File: src/rtl/fetch_unit_pkg.sv
// ----------------------------------------------------------------------------
// fetch_unit_pkg: shared widths, reset address and prefetch entry layout
// Rev 1.0
// ----------------------------------------------------------------------------
`default_nettype none

package fetch_unit_pkg;

  localparam int unsigned DEF_PC_W     = 12;
  localparam int unsigned INSTR_W      = 32;
  localparam logic [11:0] DEF_RESET_PC = 12'h000;

  typedef struct packed {
    logic [DEF_PC_W-1:0] pc;
    logic [INSTR_W-1:0]  instr;
  } fetch_entry_t;

endpackage

`default_nettype wire

File: src/rtl/fetch_unit_sync_fifo.sv
// ----------------------------------------------------------------------------
// fetch_unit_sync_fifo: show-ahead FIFO with single-cycle flush
// Rev 1.0
// ----------------------------------------------------------------------------
`default_nettype none

module fetch_unit_sync_fifo #(
  parameter int unsigned WIDTH = 44,
  parameter int unsigned DEPTH = 2
) (
  input  logic                   clk,
  input  logic                   rst,
  input  logic                   flush_i,
  input  logic                   push_i,
  input  logic [WIDTH-1:0]       wdata_i,
  input  logic                   pop_i,
  output logic [WIDTH-1:0]       rdata_o,
  output logic [$clog2(DEPTH):0] count_o
);

  localparam int unsigned AW = $clog2(DEPTH);
  localparam logic [AW:0] FULL_CNT = (AW+1)'(DEPTH);

  logic [WIDTH-1:0] mem_q [DEPTH];
  logic [AW-1:0]    wr_ptr_q;
  logic [AW-1:0]    rd_ptr_q;
  logic [AW:0]      count_q;
  logic             do_push;
  logic             do_pop;

  assign do_pop  = pop_i && (count_q != '0);
  assign do_push = push_i && ((count_q != FULL_CNT) || do_pop);

  assign rdata_o = mem_q[rd_ptr_q];
  assign count_o = count_q;

  always_ff @(posedge clk) begin
    if (rst) begin
      wr_ptr_q <= '0;
      rd_ptr_q <= '0;
      count_q  <= '0;
      for (int i = 0; i < int'(DEPTH); i++) begin
        mem_q[i] <= '0;
      end
    end else if (flush_i) begin
      wr_ptr_q <= '0;
      rd_ptr_q <= '0;
      count_q  <= '0;
    end else begin
      if (do_push) begin
        mem_q[wr_ptr_q] <= wdata_i;
        wr_ptr_q        <= wr_ptr_q + AW'(1);
      end
      if (do_pop) begin
        rd_ptr_q <= rd_ptr_q + AW'(1);
      end
      count_q <= count_q + (AW+1)'(do_push) - (AW+1)'(do_pop);
    end
  end

endmodule

`default_nettype wire

File: src/rtl/fetch_unit.sv
// ----------------------------------------------------------------------------
// fetch_unit: PC sequencing, credit-limited imem requests, prefetch queue
// Rev 1.0
// ----------------------------------------------------------------------------
`default_nettype none

module fetch_unit
  import fetch_unit_pkg::*;
#(
  parameter int unsigned     PC_W     = DEF_PC_W,
  parameter int unsigned     DEPTH    = 2,
  parameter logic [PC_W-1:0] RESET_PC = PC_W'(DEF_RESET_PC)
) (
  input  logic               clk,
  input  logic               rst,
  input  logic               redirect,
  input  logic [PC_W-1:0]    redirect_pc,
  input  logic               dec_ready,
  output logic               dec_valid,
  output logic [INSTR_W-1:0] dec_instr,
  output logic [PC_W-1:0]    dec_pc,
  output logic               imem_req,
  output logic [PC_W-1:0]    imem_addr,
  input  logic               imem_gnt,
  input  logic               imem_rvalid,
  input  logic [INSTR_W-1:0] imem_rdata
);

  localparam int unsigned      CNT_W   = $clog2(DEPTH) + 1;
  localparam logic [CNT_W-1:0] CREDITS = CNT_W'(DEPTH);
  localparam logic [PC_W-1:0]  PC_STEP = PC_W'(4);

  typedef struct packed {
    logic [PC_W-1:0]    pc;
    logic [INSTR_W-1:0] instr;
  } entry_t;

  logic [PC_W-1:0]  fetch_pc_q, fetch_pc_d;
  logic [PC_W-1:0]  resp_pc_q, resp_pc_d;
  logic [CNT_W-1:0] outstanding_q, outstanding_d;
  logic [CNT_W-1:0] discard_q, discard_d;
  logic [CNT_W-1:0] count;
  logic [PC_W-1:0]  redirect_pc_aligned;
  logic             grant;
  logic             keep_resp;
  logic             push;
  logic             pop;
  entry_t           wr_entry;
  entry_t           head_entry;

  assign redirect_pc_aligned = {redirect_pc[PC_W-1:2], 2'b00};

  // Queue slots plus in-flight requests never exceed DEPTH, so a push always fits.
  assign imem_req  = !rst && !redirect && ((count + outstanding_q) < CREDITS);
  assign imem_addr = fetch_pc_q;
  assign grant     = imem_req && imem_gnt;

  assign keep_resp = imem_rvalid && (discard_q == '0);
  assign push      = keep_resp && !redirect;
  assign dec_valid = (count != '0) && !redirect;
  assign pop       = dec_valid && dec_ready;

  assign wr_entry  = '{pc: resp_pc_q, instr: imem_rdata};
  assign dec_pc    = head_entry.pc;
  assign dec_instr = head_entry.instr;

  always_comb begin
    fetch_pc_d    = fetch_pc_q;
    resp_pc_d     = resp_pc_q;
    discard_d     = discard_q;
    outstanding_d = outstanding_q + CNT_W'(grant) - CNT_W'(imem_rvalid);
    if (grant) begin
      fetch_pc_d = fetch_pc_q + PC_STEP;
    end
    if (imem_rvalid && (discard_q != '0)) begin
      discard_d = discard_q - CNT_W'(1);
    end
    if (keep_resp) begin
      resp_pc_d = resp_pc_q + PC_STEP;
    end
    // Everything still in flight after this cycle belongs to the old stream.
    if (redirect) begin
      fetch_pc_d = redirect_pc_aligned;
      resp_pc_d  = redirect_pc_aligned;
      discard_d  = outstanding_d;
    end
  end

  always_ff @(posedge clk) begin
    if (rst) begin
      fetch_pc_q    <= RESET_PC;
      resp_pc_q     <= RESET_PC;
      outstanding_q <= '0;
      discard_q     <= '0;
    end else begin
      fetch_pc_q    <= fetch_pc_d;
      resp_pc_q     <= resp_pc_d;
      outstanding_q <= outstanding_d;
      discard_q     <= discard_d;
    end
  end

  fetch_unit_sync_fifo #(
    .WIDTH ($bits(entry_t)),
    .DEPTH (DEPTH)
  ) u_queue (
    .clk     (clk),
    .rst     (rst),
    .flush_i (redirect),
    .push_i  (push),
    .wdata_i (wr_entry),
    .pop_i   (pop),
    .rdata_o (head_entry),
    .count_o (count)
  );

  a_rvalid_has_request: assert property (
    @(posedge clk) disable iff (rst) imem_rvalid |-> (outstanding_q != '0)
  );

endmodule

`default_nettype wire

File: config.mk
export PLATFORM = sky130hd
export DESIGN_NAME = fetch_unit
export DESIGN_NICKNAME = d
export VERILOG_FILES = /design/src/rtl/fetch_unit_pkg.sv /design/src/rtl/fetch_unit_sync_fifo.sv /design/src/rtl/fetch_unit.sv
export SDC_FILE = /design/constraint.sdc
export NUM_CORES = 1
export LEC_CHECK = 0
export BUFFER_PORTS_ARGS = -buffer_cell sky130_fd_sc_hd__buf_2
export CELL_PAD_IN_SITES_DETAIL_PLACEMENT = 1
export CELL_PAD_IN_SITES_GLOBAL_PLACEMENT = 1
export CORE_MARGIN = 1
export CORE_UTILIZATION = 45
export CTS_BUF_LIST = sky130_fd_sc_hd__clkbuf_8
export DETAILED_ROUTE_END_ITERATION = 10
export HOLD_SLACK_MARGIN = 0.03
export PLACE_DENSITY_LB_ADDON = 0.1
export SLEW_MARGIN = 20
export SYNTH_ARGS = -nofsm -noshare
export SYNTH_HDL_FRONTEND = slang
export SYNTH_SLANG_ARGS = --single-unit
File: constraint.sdc
create_clock -name clk -period 4.3 [get_ports clk]
set_input_delay 0.645 -clock clk [delete_from_list [all_inputs] [get_ports clk]]
set_output_delay 0.645 -clock clk [all_outputs]
set_load 0.005 [all_outputs]
* Yosys cells after proc, flatten, opt, wreduce, memory -nomap -nowiden
Memory sizes are Yosys's and may differ from the RTL's. A register that Yosys moved wholly into a read port is not among the register bits.
Cells that the tools add are included.
W data, S select, Z words.
** Storage, ports and cells
- RAM bits :: 88
- Output and inout port bits :: 58
- Bits in registers :: 32
- Logic and storage cells :: 60
- Memories :: 1
- Bits of input ports :: 50
** Memory list
- u_queue.mem_q :: words 2, width 44, read ports 1, clocked after memory_dff 1, wr ports 2, line fetch_unit_sync_fifo.sv:24 : logic [WIDTH-1:0] mem_q [DEPTH];
** Operators by class
- Equality and inequality tests :: 1
- Muxes and demuxes :: 17
- Order comparisons :: 1
- Reductions and logical operators :: 21
- Add/sub/neg operators :: 10
** Operators with widths (number)
- $mux W12 :: 4
- $mux W44 :: 1
- $reduce_or A44 Y1 :: 1
- $add A12 B3 Y12 const B :: 2
- $logic_and A1 B1 Y1 :: 10
- $mux W1 :: 10
- $reduce_bool A2 Y1 :: 5
- $add A2 B1 Y2 :: 2
- $mux W2 :: 2
- $sub A2 B1 Y2 :: 2
- $add A1 B1 Y1 const B :: 2
- $add A2 B2 Y2 :: 1
- $logic_not A1 Y1 :: 2
- $logic_not A2 Y1 :: 1
- $lt A2 B2 Y1 const B :: 1
- $ne A2 B2 Y1 const B :: 1
- $reduce_or A2 Y1 :: 1
- $sub A2 B1 Y2 const B :: 1
- $logic_or A1 B1 Y1 :: 1

* Logic depth before layout (Yosys ltp)
- Depth in word-level cells :: 12
- Gate-level depth with buffers :: 10
- Gate-level depth less buffers :: 9

* Hierarchy
From an unflattened synthesis, not the netlist that was laid out.
** Unflattened totals
- Cell total of the unflattened synthesis :: 415
- Area, all modules :: 5446.5 um^2
** By module, submodules not included
- fetch_unit_sync_fifo :: area an instance 4076.4 um^2, times used 1, seq. area each 2742.6 um^2, cells each 260
- fetch_unit :: area an instance 1370.1 um^2, times used 1, seq. area each 480.5 um^2, cells each 155

* Least setup slack after synthesis
No wires, ideal clock.
- Path type :: input to register
- From :: input imem_rvalid
- To :: memory u_queue.mem_q[0][0], enable pin
- Buffers on the path :: 0
- Library setup time :: 0.450 ns
- Data arrival time :: 3.029 ns
- Slack :: 0.820 ns
- Required time :: 3.850 ns
- Stages :: 3
- Cell sequence :: nand2_1 -> a211o_1 -> o21bai_1
** RTL lines
- start, declared :: line fetch_unit.sv:25 : input logic imem_rvalid,
- end, declared :: line fetch_unit_sync_fifo.sv:24

==> flow_summary.json <==
{
  "layout-area-overhead-vs-synth_pct": 20.4,
  "coreArea_sq_um": 11100,
  "drt-pass1-iter-count": 4,
  "swShare_pct": 23.5,
  "synth_top_area_share_pct": 48.3,
  "io_buffers": 101,
  "ctsHoldBuffers": 0,
  "worstReg2RegEnd": "u_queue.mem_q[1][23]",
  "power_frac_seq_pct": 48.0,
  "p_sw_w": 0.000633,
  "detail_route.wl_per_cell_microns": 18.2,
  "cts_resized": 0,
  "hold_path_depth": 2,
  "finalCritPeriodShare_pct": 62.2,
  "crit_path_end_kind": "output port",
  "viasPerCell": 5.29,
  "postCtsSetupBuffers": 0,
  "fill_cells": 1163,
  "reg2reg_depth": 6,
  "setup_viol": 0,
  "synth_cell_types": 42,
  "start_kind": "flip-flop",
  "fp-row-count": 38,
  "nNetsFinal": 577,
  "finalWorstSetupSlack_ns": 1.63,
  "postSynthCellCount": 419,
  "wl_mm": 12.3,
  "synth.area.top_cells": "edfxtp_1 (48%), dfxtp_1 (11%), and2_1 (10%)",
  "skew_ns": 0.0141,
  "hp-class": "primary input to flip-flop",
  "antenna_cells": 0,
  "tns_ns": 0,
  "cts-root-buf": "clkbuf_8",
  "cp.arrival_ns": 2.03,
  "vias": 3558,
  "p_int_w": 0.00206,
  "clk_path_buf_depth": 2,
  "rsz0062_at_grt": "no",
  "worstHoldEndpoint": "u_queue.mem_q[1][20]",
  "grtUsageTotal_pct": 21.6,
  "avgSynthCellArea_sq_um": 12.5,
  "clock_latency_ns": 0.43,
  "dp_hpwl_mm": 7.72,
  "drtIter0Drc": 132,
  "clkPwrFrac_pct": 41.3,
  "cap_violations": 0,
  "cts_inserted_buffers": 17,
  "r2r_setup_slack_ns": 1.73,
  "p_leak_nw": 2.65,
  "dieArea_sq_um": 12000,
  "cts.sinks": 113,
  "synth_edf_count": 84,
  "start_util_pct": 47.2,
  "layout-drive-gt1-share_pct": 34.9,
  "ys.flop_type": "edfxtp_1",
  "place_ws_ns": 1.45,
  "fmax_mhz": 374,
  "die_height_microns": 110,
  "critPathKind": "flip-flop to output port",
  "ir_drop_mv": 0.178,
  "grt_pass1_vias": 3815,
  "async_flop_share_pct": 0,
  "synth_seq_cells": 113,
  "gp_congestion": 0.778,
  "critPathRequiredTime_ns": 3.65,
  "ios": 108,
  "fin_crit_ns": 2.67,
  "grt_max_degree": 43,
  "final-max-slew-violation-count": 0,
  "yosysWarnings": 0,
  "grt_pass1_wl_mm": 19.0,
  "tritoncts": "yes",
  "tightest_slew_ns": 1.06,
  "slew_headroom_pct": 29.1,
  "synth_top_area_cell": "edfxtp_1",
  "cts_max_level": 4,
  "drtAntennaViolNets": 0,
  "min_from": "imem_rdata[20]",
  "drc_errors": 0,
  "critPathMaxFanout": 42,
  "comb_power_share_pct": 10.7,
  "p_per_area_nw_per_um2": 429,
  "grt_overflow": 0,
  "hold_violations": 0,
  "syn_area_sq_um": 5230,
  "path_clk_slew_ns": 0.07,
  "worstReg2RegStart": "discard_q[0]",
  "die_w_microns": 110,
  "grt_antenna_before_repair": 0,
  "outcome": "complete, no violations",
  "synth_seq_area_share_pct": 59.4
}
==> routing by layer <==
metal / wire length [microns] / part of all wire [%] / track usage, % / vias up
met5: 0 / 0 / 0 / -
met4: 154 / 1.3 / 7.90 / 0
met3: 530 / 4.3 / 5.04 / 13
met2: 6780 / 55 / 41.2 / 93
met1: 4800 / 39 / 23.0 / 1778
li1: - / - / - / 1674
==> Yosys cell counts (all sizes together) (4+ instances only) <==
library cell,n
mux2,44
nand3,5
xor2,6
inv,18
o31a,7
o21a,13
a21oi,10
clkbuf,21
ha,7
nor3,6
dfxtp,29
o21ai,4
and2,87
nor2,13
xnor2,13
buf,5
nand4,6
nand2,12
edfxtp,84
==> worst max path at each step <==
stage                start                    to  depth (start not counted)
2_1_floorplan  imem_rvalid   u_queue.mem_q[0][0]                          3
3_3_place_gp      redirect  u_queue.mem_q[1][27]                          4
3_5_place_dp      redirect  u_queue.mem_q[1][22]                          4
4_1_cts          flip-flop          dec_instr[6]                          2
5_1_grt          flip-flop          dec_instr[6]                          2
6_report         flip-flop          dec_instr[6]                          2
==> logic make-up after synthesis <==
kind of cell               share of synthesized area, %
DFF                                                59.4
and+or+nand+nor                                    16.1
muxes                                              9.67
AOI/OAI and AO/OA                                  6.32
buffers and inverters                              3.47
adders and majority gates                          1.68
xor gates and xnor gates                           3.33
other                                            0.0718
==> critical path, cell delays in order (launching register included) <==
cell and delay, ns:
dfxtp_2 1.02, mux2_2 0.43, buf_2 0.14
==> cells in the final DEF, fill, tap and decap left out, types with 7 or more instances in the layout <==
master,instances
buf_2,101
and2_1,87
edfxtp_1,84
mux2_2,44
dfxtp_1,28
inv_1,20
clkbuf_8,17
nor2_1,13
o21a_1,13
nand2_1,12
xnor2_1,12
a21oi_1,10
o31a_1,7
ha_1,7
==> area by class of cell <==
| type | count | area, sq um | area share, % |
|---|---|---|---|
| flip-flops and latches | 113 | 3100 | 49.3 |
| multi-input cells | 265 | 1980 | 31.4 |
| repair buffers | 105 | 536 | 8.51 |
| clock buffers | 17 | 234 | 3.72 |
| clock inverters | 15 | 199 | 3.16 |
| well taps | 140 | 175 | 2.78 |
| inverters | 18 | 67.6 | 1.07 |
==> metrics by stage <==
step / util (%) / instance area [sq um] / cells / hold WS, ns / power, W
5_1_grt: 56.8 / 6290 / 673 / 0.484 / 0.00280
6_report: 56.8 / 6290 / 673 / 0.504 / 0.00270
2_1_floorplan: - / 5240 / 422 / 0.481 / 0.00148
3_3_place_gp: 52.9 / 5860 / 641 / 0.499 / 0.00159
3_5_place_dp: 52.9 / 5860 / 641 / 0.531 / 0.00161
4_1_cts: 56.8 / 6290 / 673 / 0.484 / 0.00272
==> power groups by stage <==
stage	clock (W)	sequential, W	combinational [W]
floorplan	0	0.00130	0.000178
global placement	0	0.00131	0.000280
detailed placement	0	0.00132	0.000290
CTS	0.00113	0.00130	0.000295
global route	0.00117	0.00130	0.000322
finish	0.00111	0.00129	0.000289
==> sequential cells by signal, summed over array words and instances, names as in the netlist, named ones only <==
| name | flops |
|---|---|
| u_queue.count_o | 2 |
| u_queue.mem_q | 84 |
| u_queue.rd_ptr_q | 1 |
| outstanding_q | 2 |
| imem_addr | 10 |
| resp_pc_q | 10 |
| u_queue.wr_ptr_q | 1 |
| discard_q | 2 |
(Power assumes the default switching activity.)
